--- src/rtl/montgomery_const_gen_if.sv ---
// rtl/montgomery_const_gen_if.sv - request/result bundle for the Montgomery constant generator
interface montgomery_const_gen_if #(
    parameter int DATA_WIDTH = 8
);
    localparam int KW = $clog2(DATA_WIDTH + 1);

    logic                  start;
    logic [DATA_WIDTH-1:0] modulus;
    logic                  busy;
    logic                  done;
    logic                  err;
    logic [KW-1:0]         r_log2;
    logic [DATA_WIDTH-1:0] r_mod;
    logic [DATA_WIDTH-1:0] r2_mod;
    logic [DATA_WIDTH-1:0] n_prime;

    // Requester side: issues a modulus, observes status and constants.
    modport master (
        output start,
        output modulus,
        input  busy,
        input  done,
        input  err,
        input  r_log2,
        input  r_mod,
        input  r2_mod,
        input  n_prime
    );

    // Generator side.
    modport slave (
        input  start,
        input  modulus,
        output busy,
        output done,
        output err,
        output r_log2,
        output r_mod,
        output r2_mod,
        output n_prime
    );
endinterface

--- src/rtl/montgomery_const_gen.sv ---
// rtl/montgomery_const_gen.sv - sequential R mod N, R^2 mod N and N' generator (MONT_NPRIME_EN enables N')
module montgomery_const_gen #(
    parameter int DATA_WIDTH = 8
) (
    input  logic                  clk,
    input  logic                  rst_n,
    montgomery_const_gen_if.slave bus
);
    localparam int DW = DATA_WIDTH;
    localparam int KW = $clog2(DATA_WIDTH + 1);

    typedef enum logic [2:0] {
        S_IDLE,
        S_LOAD,
        S_SQUARE,
        S_NPRIME,
        S_DONE
    } state_t;

    state_t          state_q;
    logic [DW-1:0]   n_q;
    logic [KW-1:0]   k_q;
    logic [KW-1:0]   i_q;
    logic [DW:0]     x_q;

    logic            done_q;
    logic            err_q;
    logic [KW-1:0]   r_log2_q;
    logic [DW-1:0]   r_mod_q;
    logic [DW-1:0]   r2_mod_q;

    logic [KW-1:0]   k_d;
    logic [DW:0]     pow2_d;
    logic [DW:0]     rmod_d;
    logic [DW:0]     x_dbl;
    logic [DW:0]     x_sq_d;
    logic            bad_mod;

`ifdef MONT_NPRIME_EN
    logic [DW:0]     t_q;
    logic [DW-1:0]   u_q;
    logic [DW-1:0]   n_prime_q;
    logic [DW-1:0]   mask_d;
    logic [DW:0]     t_sum;
    logic [DW:0]     t_d;
    logic [DW-1:0]   u_d;
`endif

    // Bit length of N, 2^K and R mod N = 2^K - N (valid because N < 2^K <= 2N).
    always_comb begin
        k_d    = '0;
        pow2_d = '0;
        for (int b = 0; b < DW; b++) begin
            if (n_q[b]) begin
                k_d = KW'(b + 1);
            end
        end
        for (int b = 0; b <= DW; b++) begin
            if (k_d == KW'(b)) begin
                pow2_d[b] = 1'b1;
            end
        end
        rmod_d  = pow2_d - {1'b0, n_q};
        bad_mod = !n_q[0] || (n_q < DW'(3));
    end

    // One modular doubling step: x < N keeps 2x within DW+1 bits, one subtract suffices.
    always_comb begin
        x_dbl  = x_q << 1;
        x_sq_d = x_dbl;
        if (x_dbl >= {1'b0, n_q}) begin
            x_sq_d = x_dbl - {1'b0, n_q};
        end
    end

`ifdef MONT_NPRIME_EN
    // Bitwise Hensel lifting of -N^-1: each step clears bit 0 of t by adding N when it is odd.
    always_comb begin
        mask_d = '0;
        for (int b = 0; b < DW; b++) begin
            if (i_q == KW'(b)) begin
                mask_d[b] = 1'b1;
            end
        end
        t_sum = t_q;
        u_d   = u_q;
        if (t_q[0]) begin
            t_sum = t_q + {1'b0, n_q};
            u_d   = u_q | mask_d;
        end
        t_d = t_sum >> 1;
    end
`endif

    // Control FSM with registered results; done pulses in the cycle the results appear.
    always_ff @(posedge clk) begin
        if (!rst_n) begin
            state_q  <= S_IDLE;
            n_q      <= '0;
            k_q      <= '0;
            i_q      <= '0;
            x_q      <= '0;
            done_q   <= 1'b0;
            err_q    <= 1'b0;
            r_log2_q <= '0;
            r_mod_q  <= '0;
            r2_mod_q <= '0;
`ifdef MONT_NPRIME_EN
            t_q       <= '0;
            u_q       <= '0;
            n_prime_q <= '0;
`endif
        end else begin
            done_q <= 1'b0;
            case (state_q)
                S_IDLE: begin
                    if (bus.start) begin
                        n_q     <= bus.modulus;
                        i_q     <= '0;
                        state_q <= S_LOAD;
                    end
                end

                S_LOAD: begin
                    k_q <= k_d;
                    x_q <= rmod_d;
                    i_q <= '0;
`ifdef MONT_NPRIME_EN
                    t_q <= {{DW{1'b0}}, 1'b1};
                    u_q <= '0;
`endif
                    if (bad_mod) begin
                        // Rejected modulus: flag the error and zero every constant.
                        state_q  <= S_DONE;
                        done_q   <= 1'b1;
                        err_q    <= 1'b1;
                        r_log2_q <= '0;
                        r_mod_q  <= '0;
                        r2_mod_q <= '0;
`ifdef MONT_NPRIME_EN
                        n_prime_q <= '0;
`endif
                    end else begin
                        state_q <= S_SQUARE;
                    end
                end

                S_SQUARE: begin
                    x_q <= x_sq_d;
                    if (i_q == k_q - KW'(1)) begin
                        i_q <= '0;
`ifdef MONT_NPRIME_EN
                        state_q <= S_NPRIME;
`else
                        state_q  <= S_DONE;
                        done_q   <= 1'b1;
                        err_q    <= 1'b0;
                        r_log2_q <= k_q;
                        r_mod_q  <= rmod_d[DW-1:0];
                        r2_mod_q <= x_sq_d[DW-1:0];
`endif
                    end else begin
                        i_q <= i_q + KW'(1);
                    end
                end

`ifdef MONT_NPRIME_EN
                S_NPRIME: begin
                    t_q <= t_d;
                    u_q <= u_d;
                    if (i_q == k_q - KW'(1)) begin
                        i_q       <= '0;
                        state_q   <= S_DONE;
                        done_q    <= 1'b1;
                        err_q     <= 1'b0;
                        r_log2_q  <= k_q;
                        r_mod_q   <= rmod_d[DW-1:0];
                        r2_mod_q  <= x_q[DW-1:0];
                        n_prime_q <= u_d;
                    end else begin
                        i_q <= i_q + KW'(1);
                    end
                end
`endif

                S_DONE: begin
                    state_q <= S_IDLE;
                end

                default: begin
                    state_q <= S_IDLE;
                end
            endcase
        end
    end

    assign bus.busy    = (state_q != S_IDLE);
    assign bus.done    = done_q;
    assign bus.err     = err_q;
    assign bus.r_log2  = r_log2_q;
    assign bus.r_mod   = r_mod_q;
    assign bus.r2_mod  = r2_mod_q;
`ifdef MONT_NPRIME_EN
    assign bus.n_prime = n_prime_q;
`else
    assign bus.n_prime = '0;
`endif
endmodule

--- src/flat_wrapper.sv ---
// flat-port wrapper written by rule: the top's interface ports become plain ports
module montgomery_const_gen_flat 
#(
    parameter int DATA_WIDTH = 8
)
  (clk, rst_n, bus_start, bus_modulus, bus_busy, bus_done, bus_err, bus_r_log2, bus_r_mod, bus_r2_mod, bus_n_prime);
  montgomery_const_gen_if #(.DATA_WIDTH(DATA_WIDTH)) bus_i ();
  input  logic clk;
  input  logic rst_n;
  input wire logic [$bits(bus_i.start)-1:0] bus_start;
  input wire logic [$bits(bus_i.modulus)-1:0] bus_modulus;
  output wire logic [$bits(bus_i.busy)-1:0] bus_busy;
  output wire logic [$bits(bus_i.done)-1:0] bus_done;
  output wire logic [$bits(bus_i.err)-1:0] bus_err;
  output wire logic [$bits(bus_i.r_log2)-1:0] bus_r_log2;
  output wire logic [$bits(bus_i.r_mod)-1:0] bus_r_mod;
  output wire logic [$bits(bus_i.r2_mod)-1:0] bus_r2_mod;
  output wire logic [$bits(bus_i.n_prime)-1:0] bus_n_prime;
  assign bus_i.start = bus_start;
  assign bus_i.modulus = bus_modulus;
  assign bus_busy = bus_i.busy;
  assign bus_done = bus_i.done;
  assign bus_err = bus_i.err;
  assign bus_r_log2 = bus_i.r_log2;
  assign bus_r_mod = bus_i.r_mod;
  assign bus_r2_mod = bus_i.r2_mod;
  assign bus_n_prime = bus_i.n_prime;
  montgomery_const_gen #(.DATA_WIDTH(DATA_WIDTH)) u_core (.clk(clk), .rst_n(rst_n), .bus(bus_i));
endmodule
--- config.mk ---
export PLATFORM = sky130hd
export DESIGN_NAME = montgomery_const_gen_flat
export DESIGN_NICKNAME = d
export VERILOG_FILES = /design/src/rtl/montgomery_const_gen_if.sv /design/src/rtl/montgomery_const_gen.sv /design/src/flat_wrapper.sv
export SDC_FILE = /design/constraint.sdc
export NUM_CORES = 1
export LEC_CHECK = 0
export CAP_MARGIN = 20
export CORE_UTILIZATION = 35
export DETAILED_ROUTE_END_ITERATION = 16
export PLACE_DENSITY_LB_ADDON = 0.05
export SLEW_MARGIN = 20
export SYNTH_ARGS = -nofsm -noshare
export SYNTH_HDL_FRONTEND = slang
export SYNTH_SLANG_ARGS = --single-unit
--- constraint.sdc ---
create_clock -name clk -period 7.1 [get_ports clk]
set_input_delay 1.42 -clock clk [delete_from_list [all_inputs] [get_ports clk]]
set_output_delay 1.42 -clock clk [all_outputs]
set_load 0.01 [all_outputs]
==> reports/metrics.yaml <==
critical_path:
  rr_startpoint: "u_core.n_q[1]"
  worstPathCellList: "clkdlybuf4s50_1 -> inv_1 -> nor2_1 -> a2bb2o_1"
  cp_num_buf_inv: 2
  crit_arrival_ns: 3.51
  reg2reg_depth: 12
  worstPathRequired_ns: 7.30
  crit_family: "buffers and inverters"
  cpPeakStageDelay_ns: 0.80
  cp-end-kind: "register"
  crit_type: "primary input to register"
  start_kind: "primary input"
  critical_path.max_fanout: 30
  r2r_end: "u_core.x_q[6]"
  slowest_stage: "inv_1"
  rrSetupSlack_ns: 4.15
detailed_routing:
  wl_per_cell_um: 15.3
  vias_per_cell: 5.23
  ant_nets: 0
  first_pass_iters: 4
  initialDrtViolationCount: 105
  drc: 0
  wl_um: 7230
  route.vias.total: 2472
clock_tree:
  cts_buffers: 5
  cts.clk_slew.worst_paths_ns: 0.09
  clock_path_buffers: 2
  clk_latency_ns: 0.30
  cts_resized: 0
  cts-root-buf: "clkbuf_8"
  htreeDepth: 2
  cts_tree: "done"
  ctsHoldBuffers: 0
  cts_setup_buffers: 0
  clock-sinks: 49
synthesis:
  synthesis.area_um2: 2820
  ys_seq_area_share_pct: 34.8
  async_flop_share_pct: 0
  yosys_warnings: 0
  synth_area_per_cell_um2: 8.21
  syn_inst: 343
  yosysUniqueCellTypes: 49
  synthFlopType: "dfxtp_1"
  synth_edf_count: 0
  ys_ff_latch: 49
timing:
  tns_ns: 0
  finalSetupViolCount: 0
  rsz0062_at_grt: "no"
  final_max_slew_viol_count: 0
  hold_viol: 0
  min_period_over_period_pct: 46.6
  fmax_mhz: 302
  finalClockSkew_ns: 0.00726
  slew_headroom_pct: 33.6
  min_period_ns: 3.31
  setup_ws_ns: 3.79
  worst_pin_slew_ns: 0.995
cells_and_area:
  stdcell_area_um2: 3320
  layout-drive-gt1-share_pct: 5.12
  syn_to_final_growth_pct: 17.7
  final_util_pct: 42.7
  multi_input_area_um2: 1700
  final_common_cell: "dfxtp_1"
  num_antenna_cells: 0
  regArea_um2: 981
  nets: 400
  layout_common_cells: "49 x dfxtp_1, 46 x nand2_1, 38 x a21oi_1"
  nFillCells: 815
power_and_ir_drop:
  p_per_area_nw_per_um2: 223
  p_sw_uw: 247
  clkPwrFrac_pct: 28.6
  share_comb_of_total_power_pct: 30.9
  swShare_pct: 33.4
  leakagePower_uw: 0.00125
  p_int_uw: 493
  ir_drop_v: 0.0000790
  power_frac_seq_pct: 40.5
floorplanning:
  start_util_pct: 36.3
  die_h_um: 91.7
  dieArea_um2: 8410
  boundaryPins: 42
  die_w_um: 91.7
  fp.coreArea_um2: 7770
  rows: 32
global_routing:
  grt_max_degree: 31
  overflow: 0
  grt_use_total_pct: 18.3
  grt_pass1_wl_um: 12000
  grt_pass1_vias: 2329
  antenna_found_initial: 0
job:
  max-cap-violations: 0
placed_design:
  dpl_cell_area_um2: 3200
  gp_congestion: 0.889
  dpl_worst_slack_ns: 3.39
  io_buffers: 33
  dpl.hpwl_um: 5500
worst_hold_path:
  hp-class: "register to register"
  min_to: "u_core.bus.r_mod[4]"
  hold_depth: 2
  hp-start: "u_core.bus.r_mod[4]"
run_status:
  outcome: "finished, final reports clean"
[Yosys cell counts (2+ instances only)]
cell / instances / share of area [%]
a211oi_1: 6 / 1.6
a21o_1: 6 / 1.6
a21oi_1: 38 / 6.7
a21oi_2: 2 / 0.62
a221oi_1: 4 / 1.2
a22o_1: 2 / 0.62
a31oi_1: 3 / 0.67
and3_1: 3 / 0.67
buf_1: 2 / 0.27
buf_4: 8 / 2.1
clkbuf_1: 10 / 1.3
dfxtp_1: 49 / 35
fa_1: 2 / 1.4
ha_1: 17 / 7.5
inv_1: 15 / 2.0
mux2_2: 2 / 0.80
mux2i_1: 5 / 1.8
nand2_1: 46 / 6.1
nand2b_1: 2 / 0.44
nand3_1: 11 / 2.0
nand4_1: 4 / 0.89
nor2_1: 26 / 3.5
nor2b_1: 2 / 0.44
nor3_1: 6 / 1.1
nor4_4: 2 / 1.5
o211ai_1: 5 / 1.3
o21a_1: 2 / 0.53
o21ai_0: 15 / 2.7
o21bai_1: 4 / 1.1
o22ai_1: 2 / 0.44
o2bb2ai_1: 6 / 1.9
or2_2: 3 / 0.67
or3_1: 3 / 0.67
xnor2_1: 10 / 3.1
xor2_1: 6 / 1.9
[power groups by stage]
stage / clock [µW] / combinational [µW] / sequential (µW)
after floorplan: 0 / 175 / 301
after global placement: 0 / 228 / 307
after detailed placement: 0 / 227 / 306
after CTS: 217 / 229 / 300
after global routing: 226 / 256 / 302
final: 211 / 229 / 300
[worst reg2reg max path, delay by kind of cell, from the launching register on]
| family | cells | cell delay, ns |
|---|---|---|
| buf+inv | 1 | 0.17 |
| compound gates | 7 | 1.41 |
| simple gates | 2 | 0.24 |
| flops | 1 | 0.39 |
| xor+xnor | 1 | 0.21 |
| fa+ha+maj | 1 | 0.46 |
[flip-flops by register name, summed over array words and instances, names as in the netlist]
| register | count |
|---|---|
| u_core.bus.r_log2 | 4 |
| u_core.bus.done | 1 |
| u_core.bus.r_mod | 8 |
| u_core.state_q | 3 |
| u_core.x_q | 8 |
| u_core.i_q | 4 |
| u_core.bus.err | 1 |
| u_core.bus.r2_mod | 8 |
| u_core.n_q | 8 |
| u_core.k_q | 4 |
[cells by family (layout without fill, tap and decap cells)]
kind of cell             Yosys count  count (layout)  synth area share [%]
multiplexers                       7               7                  2.58
buffers and inverters             36              57                  5.91
XOR/XNOR                          16              16                  4.97
adder cells (fa/ha/maj)           19              19                  8.97
other                              1               8                 0.133
AND/OR/NAND/NOR                  114             114                  19.6
AO/OA/AOI/OAI                    101             101                  23.0
flip-flops                        49              49                  34.8
[routing by layer]
metal	part of all wire [%]	GRT usage, %
met5	0	0
met4	1.1	4.95
met3	5.4	3.40
met2	45	28.8
met1	49	25.6
[layout make-up]
cell class                 instances  area share, %
sequential                        49           29.6
multi-input combinational        265           51.2
clock buffer                       7           2.60
tap                              102           3.85
clock inverter                     1          0.906
inverter                          15           1.70
timing repair buffer              34           10.2
[worst max-delay path by stage]
| stage | startpoint | depth (start not counted) | end |
|---|---|---|---|
| CTS | rst_n | 4 | u_core.bus.r2_mod[0] |
| floorplan | u_core.n_q[1] | 12 | u_core.x_q[6] |
| detailed placement | rst_n | 4 | u_core.bus.r2_mod[0] |
| finish | rst_n | 4 | u_core.bus.r2_mod[0] |
| global placement | rst_n | 4 | u_core.bus.r2_mod[0] |
| global route | rst_n | 4 | u_core.bus.r2_mod[0] |
[metrics by stage]
stage | hold WS [ns] | total power, µW | std cells
after floorplan | 0.462 | 476 | 350
after global placement | 0.445 | 535 | 465
after detailed placement | 0.447 | 533 | 465
after CTS | 0.460 | 746 | 473
after global routing | 0.478 | 784 | 473
final | 0.456 | 740 | 473
No activity file was read; power rests on OpenSTA's default activity.
